### config.mk
export PLATFORM = sky130hd
export DESIGN_NAME = trace_packer
export DESIGN_NICKNAME = d
export VERILOG_FILES = /design/src/rtl/dtb_pkg.sv /design/src/rtl/trace_word_reg.sv /design/src/rtl/trace_packer.sv
export SDC_FILE = /design/constraint.sdc
export NUM_CORES = 1
export LEC_CHECK = 0
export BUFFER_PORTS_ARGS = -buffer_cell sky130_fd_sc_hd__buf_2
export CELL_PAD_IN_SITES_DETAIL_PLACEMENT = 1
export CELL_PAD_IN_SITES_GLOBAL_PLACEMENT = 2
export CORE_MARGIN = 2
export CORE_UTILIZATION = 30
export CTS_CLUSTER_SIZE = 14
export DETAILED_ROUTE_END_ITERATION = 10
export GPL_ROUTABILITY_DRIVEN = 0
export PLACE_DENSITY = 0.73
export SLEW_MARGIN = 30
export SYNTH_ARGS = -nofsm -noshare
export SYNTH_HDL_FRONTEND = slang
export SYNTH_HIERARCHICAL = 1
export SYNTH_SLANG_ARGS = --single-unit
### constraint.sdc
create_clock -name CLK_I -period 4 [get_ports CLK_I]
set_input_delay 0.2 -clock CLK_I [delete_from_list [all_inputs] [get_ports CLK_I]]
set_output_delay 0.2 -clock CLK_I [all_outputs]
set_load 0.005 [all_outputs]
### src/rtl/dtb_pkg.sv
// Shared trace-buffer types: packer FSM states, output word metadata, nt clamp.
package dtb_pkg;

  localparam int TRB_WIDTH      = 64;
  localparam int TRB_MAX_TRACES = 8;

  // Metadata fields are sized for TRB_WIDTH-bit words; wider words need a
  // larger TRB_WIDTH here.
  localparam int META_POS_W  = $clog2(TRB_WIDTH);
  localparam int META_FILL_W = META_POS_W + 1;

  typedef enum logic {
    IDLE = 1'b0,
    PACK = 1'b1
  } packer_state_t;

  typedef struct packed {
    logic                   trig;
    logic [META_POS_W-1:0]  trig_pos;
    logic [META_FILL_W-1:0] fill;
  } trace_word_meta_t;

  // Requested log2 lane count, limited to what the hardware has.
  function automatic int unsigned clamp_nt(input int unsigned nt, input int unsigned max_nt);
    return (nt > max_nt) ? max_nt : nt;
  endfunction

endpackage

### src/rtl/trace_word_reg.sv
// One-entry ready/valid output register for a packed word plus metadata.
// A load that cannot be accepted is dropped and flagged on drop_o.
module trace_word_reg
  import dtb_pkg::*;
#(
  parameter int WORD_WIDTH = TRB_WIDTH
) (
  input  logic                  clk_i,
  input  logic                  rst_i,
  input  logic                  load_i,
  input  logic [WORD_WIDTH-1:0] word_i,
  input  trace_word_meta_t      meta_i,
  input  logic                  ready_i,
  output logic                  valid_o,
  output logic [WORD_WIDTH-1:0] word_o,
  output trace_word_meta_t      meta_o,
  output logic                  drop_o
);

  logic                  valid_q;
  logic [WORD_WIDTH-1:0] word_q;
  trace_word_meta_t      meta_q;
  logic                  accept;

  // Slot is free when empty or when the current word leaves this cycle.
  assign accept = !valid_q || ready_i;
  assign drop_o = load_i && !accept;

  // Load / hold / release of the single entry.
  always_ff @(posedge clk_i) begin
    if (rst_i) begin
      valid_q <= 1'b0;
      word_q  <= '0;
      meta_q  <= '0;
    end else if (load_i && accept) begin
      valid_q <= 1'b1;
      word_q  <= word_i;
      meta_q  <= meta_i;
    end else if (ready_i) begin
      valid_q <= 1'b0;
    end
  end

  assign valid_o = valid_q;
  assign word_o  = word_q;
  assign meta_o  = meta_q;

endmodule

### src/rtl/trace_packer.sv
// Packs 1..MAX_TRACES trace lanes per sample into WORD_WIDTH-bit words, LSB
// first, with trigger tagging, partial-word flush and sticky overflow.
module trace_packer
  import dtb_pkg::*;
#(
  parameter int WORD_WIDTH = TRB_WIDTH,
  parameter int MAX_TRACES = TRB_MAX_TRACES,
  parameter int NT_W       = $clog2($clog2(MAX_TRACES) + 1)
) (
  input  logic                          CLK_I,
  input  logic                          RST_I,
  input  logic                          ENABLE_I,
  input  logic [NT_W-1:0]               NUM_TRACES_I,
  input  logic                          TRACE_VALID_I,
  input  logic [MAX_TRACES-1:0]         TRACE_I,
  input  logic                          TRIG_I,
  input  logic                          FLUSH_I,
  input  logic                          WORD_READY_I,
  output logic                          WORD_VALID_O,
  output logic [WORD_WIDTH-1:0]         WORD_O,
  output logic                          WORD_TRIG_O,
  output logic [$clog2(WORD_WIDTH)-1:0] WORD_TRIG_POS_O,
  output logic [$clog2(WORD_WIDTH):0]   WORD_FILL_O,
  output logic                          OVERFLOW_O
);

  localparam int          POS_W  = $clog2(WORD_WIDTH);
  localparam int          FILL_W = POS_W + 1;
  localparam int unsigned MAX_NT = $clog2(MAX_TRACES);

  packer_state_t         state_q, state_d;
  logic                  en_q;
  logic [NT_W-1:0]       nt_q, nt_d;
  logic [FILL_W-1:0]     fill_q, fill_d;
  logic [WORD_WIDTH-1:0] sword_q, sword_d;
  logic                  trig_q, trig_d;
  logic [POS_W-1:0]      pos_q, pos_d;
  logic                  ovf_q, ovf_d;

  logic                  rise;
  logic [FILL_W-1:0]     lanes;
  logic [MAX_TRACES-1:0] lane_mask;
  logic [WORD_WIDTH-1:0] sample_sh;

  logic                  emit;
  logic [WORD_WIDTH-1:0] emit_word;
  trace_word_meta_t      emit_meta;
  trace_word_meta_t      out_meta;
  logic                  drop;

  assign rise      = ENABLE_I && !en_q;
  assign lanes     = FILL_W'(1) << nt_q;
  // Shifting by MAX_TRACES wraps to zero, so the full-width mask is all ones.
  assign lane_mask = (MAX_TRACES'(1) << lanes) - MAX_TRACES'(1);
  assign sample_sh = WORD_WIDTH'(TRACE_I & lane_mask) << fill_q;

  // State, shift word, fill/trigger tracking and sticky overflow.
  always_ff @(posedge CLK_I) begin
    if (RST_I) begin
      state_q <= IDLE;
      en_q    <= 1'b0;
      nt_q    <= '0;
      fill_q  <= '0;
      sword_q <= '0;
      trig_q  <= 1'b0;
      pos_q   <= '0;
      ovf_q   <= 1'b0;
    end else begin
      state_q <= state_d;
      en_q    <= ENABLE_I;
      nt_q    <= nt_d;
      fill_q  <= fill_d;
      sword_q <= sword_d;
      trig_q  <= trig_d;
      pos_q   <= pos_d;
      ovf_q   <= ovf_d;
    end
  end

  // Next state: sample packing first, then completion or flush of the word.
  always_comb begin
    state_d   = state_q;
    nt_d      = nt_q;
    fill_d    = fill_q;
    sword_d   = sword_q;
    trig_d    = trig_q;
    pos_d     = pos_q;
    ovf_d     = ovf_q || drop;
    emit      = 1'b0;
    emit_word = '0;
    emit_meta = '0;
    case (state_q)
      IDLE: begin
        fill_d  = '0;
        sword_d = '0;
        trig_d  = 1'b0;
        pos_d   = '0;
        if (rise) begin
          state_d = PACK;
          nt_d    = NT_W'(clamp_nt(32'(NUM_TRACES_I), MAX_NT));
          ovf_d   = 1'b0;
        end
      end
      PACK: begin
        if (!ENABLE_I) begin
          state_d = IDLE;
          fill_d  = '0;
          sword_d = '0;
          trig_d  = 1'b0;
          pos_d   = '0;
        end else begin
          if (TRACE_VALID_I) begin
            sword_d = sword_q | sample_sh;
            fill_d  = fill_q + lanes;
            if (TRIG_I && !trig_q) begin
              trig_d = 1'b1;
              pos_d  = fill_q[POS_W-1:0];
            end
          end
          if (fill_d == FILL_W'(WORD_WIDTH) || (FLUSH_I && fill_d != '0)) begin
            emit               = 1'b1;
            emit_word          = sword_d;
            emit_meta.trig     = trig_d;
            emit_meta.trig_pos = META_POS_W'(pos_d);
            emit_meta.fill     = META_FILL_W'(fill_d);
            fill_d             = '0;
            sword_d            = '0;
            trig_d             = 1'b0;
            pos_d              = '0;
          end
        end
      end
      default: state_d = IDLE;
    endcase
  end

  trace_word_reg #(
    .WORD_WIDTH(WORD_WIDTH)
  ) u_word_reg (
    .clk_i  (CLK_I),
    .rst_i  (RST_I),
    .load_i (emit),
    .word_i (emit_word),
    .meta_i (emit_meta),
    .ready_i(WORD_READY_I),
    .valid_o(WORD_VALID_O),
    .word_o (WORD_O),
    .meta_o (out_meta),
    .drop_o (drop)
  );

  assign WORD_TRIG_O     = out_meta.trig;
  assign WORD_TRIG_POS_O = POS_W'(out_meta.trig_pos);
  assign WORD_FILL_O     = FILL_W'(out_meta.fill);
  assign OVERFLOW_O      = ovf_q;

endmodule

==> flow_summary.ini <==
[outcome]
status = finished, final reports clean

[timing]
worst_slew_pin_slew_ns = 0.900
drv_slew = 0
finalHoldViolCount = 0
grt_setup_unrepaired = false
relSlewSlack_pct = 39.8
finalSetupViolations = 0
period_share_pct = 86.7
tns_ns = 0
finalCriticalPeriod_ns = 3.47
setup_slack_ns = 0.530
finalClockSkew_ns = 0.0119
fmax_mhz = 288

[setup_path]
cp_max_fo = 34
cp-end-kind = register
reg2reg_to = u_word_reg/word_o[15]$_SDFFE_PP0P_
reg2reg_slack_ns = 0.53
critPathLaunchType = register
reg2reg_depth = 12
r2r-start = nt_q[0]$_SDFFE_PP0P_
crit_required_ns = 4.36
crit_arrival_ns = 3.83
critPathKind = register to register

[place]
dp_hpwl_mm = 15.5
preCtsSetupSlack_ns = 0.582
port-buffer-count = 96

[pwr]
intPower_mw = 2.56
pwr-share-comb_pct = 4.3
cellPowerDensity_mw_per_mm2 = 367
irDropWorstVdd_mv = 0.194
switching_share_pct = 25.2
leakage_nw = 3.09
seqPwrFrac_pct = 47.2
p_clk_share_pct = 48.5
p_switching_uw = 864

[final_layout]
seq_area_sq_mm = 0.00324
num-nets-final = 969
drive_gt1_share_pct = 22.7
fillers = 3097
multi_input_area_sq_mm = 0.00434
antenna_cells = 0
syn2layout_area_growth_pct = 15.6

[floorplanning]
die-area_sq_mm = 0.0283
start_util_pct = 30.2
die_h_microns = 168
rows = 60
fp.dieW_microns = 168
coreArea_sq_mm = 0.0267
io_pins = 97

[yosys]
synthCells = 887
synthFlopType = dfxtp_1
synthesis.area_sq_mm = 0.00808
synth_top_area_share_pct = 40.1
yosys.cell_count.top_type = nand2b_1
async_reset_ff_share_pct = 0
synthTopCellsByCount = nand2b_1, dfxtp_1, a21oi_1
yosysSeqAreaShare_pct = 40.1
synth_area_leaders = dfxtp_1, nand2b_1, mux2i_1
synth_edf_count = 0
yosys_warnings = 6
ys_types = 60
avgSynthCellArea_sq_um = 9.11
synth_fp_nets = 910
synth_area_leader_cell = dfxtp_1
ys_seq_elements = 162

[drt]
top_layer_used = met4
drt-initial-drc-count = 473
first_pass_iters = 4
routed_via_density = 4.96
dr_wl_met3_microns = 762
drc_errors = 0
route.met2.wl_mm = 10.5
drt_wl_total_mm = 22.8
wl_per_cell_microns = 17.5
ant_nets = 0
drt-met1-wl_mm = 11.2
routed-via-count = 6453

[global_route]
grt_pass1_wl_mm = 36.5
antenna_found_initial = 0
grt_usage_pct = 16.2
grt_max_degree = 93
overflow = 0
grt_pass1_vias = 6476

[min_path]
worstHoldEndpoint = nt_q[1]$_SDFFE_PP0P_
min_path_type = primary input to register
hp-start = NUM_TRACES_I[1]
hold_depth = 3

[clock_network]
ctsRootBufferMaster = clkbuf_16
cts_buffers = 17
cts_htree_levels = 4
clk_pin_slew_ns = 0.07
cts_tree = done
clockBufferDepth = 2
ctsResizeCount = 0
clock_sinks = 162
cts_setup_buffers = 0
postCtsHoldBufs = 0
clock_latency_ns = 0.44

[flow_run]
drv_cap = 0
==> registers in the layout, indices dropped and copies added, names as in the netlist <==
register,count
OVERFLOW_O,1
en_q,1
fill_q,7
nt_q,2
pos_q,6
state_q,1
sword_q,64
trig_q,1
u_word_reg/meta_o,14
u_word_reg/valid_o,1
u_word_reg/word_o,64
==> cells in the final DEF (no fill, tap or decap), drive strengths merged, types with 3 or more instances in the layout <==
cell type	instances
a21oi	195
nand2b	165
dfxtp	162
buf	119
mux2i	91
nor2	38
inv	20
nand2	19
a221oi	19
clkbuf	17
nor3	17
o21ai	13
nor2b	6
nand3b	5
a311oi	5
ha	5
o32ai	4
o211ai	4
nand3	4
clkinv	4
and2	3
a31oi	3
o22ai	3
o2bb2ai	3
==> power groups by stage <==
stage	Clock, mW	Combinational (mW)	Sequential [mW]
floorplan	0	0.111	1.65
global placement	0	0.147	1.66
detailed placement	0	0.147	1.66
CTS	1.71	0.148	1.62
global route	1.78	0.159	1.62
finish	1.66	0.147	1.62
==> worst max-delay path by stage <==
stage	slack, ns	startpoint	to
4_1_cts	0.54	nt_q[0]$_SDFFE_PP0P_	u_word_reg/meta_o[1]$_SDFFE_PP0P_
2_1_floorplan	0.51	fill_q[1]$_SDFF_PP0_	u_word_reg/word_o[37]$_SDFFE_PP0P_
5_1_grt	0.25	nt_q[1]$_SDFFE_PP0P_	u_word_reg/word_o[15]$_SDFFE_PP0P_
6_report	0.53	nt_q[0]$_SDFFE_PP0P_	u_word_reg/word_o[15]$_SDFFE_PP0P_
3_3_place_gp	0.69	nt_q[1]$_SDFFE_PP0P_	u_word_reg/word_o[14]$_SDFFE_PP0P_
3_5_place_dp	0.58	nt_q[0]$_SDFFE_PP0P_	u_word_reg/meta_o[1]$_SDFFE_PP0P_
==> critical path: stages, from the launching register on <==
cell      delay [ns]
dfxtp_1         0.47
nor2b_1         0.30
inv_1           0.10
fa_1            0.39
nand2b_1        0.18
a21oi_1         0.18
xnor2_1         0.19
and4_4          0.31
nand4b_4        0.12
nand2_1         0.15
nor2b_4         0.19
buf_4           0.50
mux2i_1         0.25
==> through the flow <==
stage | power, mW | area [sq um] | instances | hold slack [ns] | utilization, %
floorplan | 1.76 | 8080 | 887 | 0.272 | -
CTS | 3.47 | 9340 | 1300 | 0.0176 | 34.9
global route | 3.56 | 9340 | 1300 | 0.0549 | 35.0
detailed placement | 1.80 | 8750 | 1268 | 0.446 | 32.7
global placement | 1.80 | 8750 | 1268 | 0.431 | 32.7
finish | 3.43 | 9340 | 1300 | 0.0192 | 35.0
==> final cells by class <==
| cell class | instances | area share, % |
|---|---|---|
| flip-flops and latches | 162 | 34.7 |
| well taps | 341 | 4.57 |
| clock buffers | 17 | 4.55 |
| clock inverters | 15 | 1.75 |
| inverters | 11 | 0.442 |
| multi-input cells | 635 | 46.4 |
| repair buffers | 119 | 7.55 |
==> routing by layer <==
metal,global-route usage (%),vias to the layer above
li1,-,3213
met1,23.1,3110
met2,25.3,114
met3,2.68,16
met4,4.80,0
met5,0,-
==> cells by family (layout without fill, tap and decap cells) <==
kind of cell | count (synthesis) | in the layout | share of synthesized area, %
xor+xnor | 4 | 4 | 0.527
mux | 93 | 93 | 11.5
fa+ha+maj | 6 | 6 | 1.02
simple gates | 271 | 271 | 19.6
flops | 162 | 162 | 40.1
buf+inv | 90 | 162 | 6.49
compound gates | 261 | 261 | 20.7
Power figures use the tool's default switching activity.
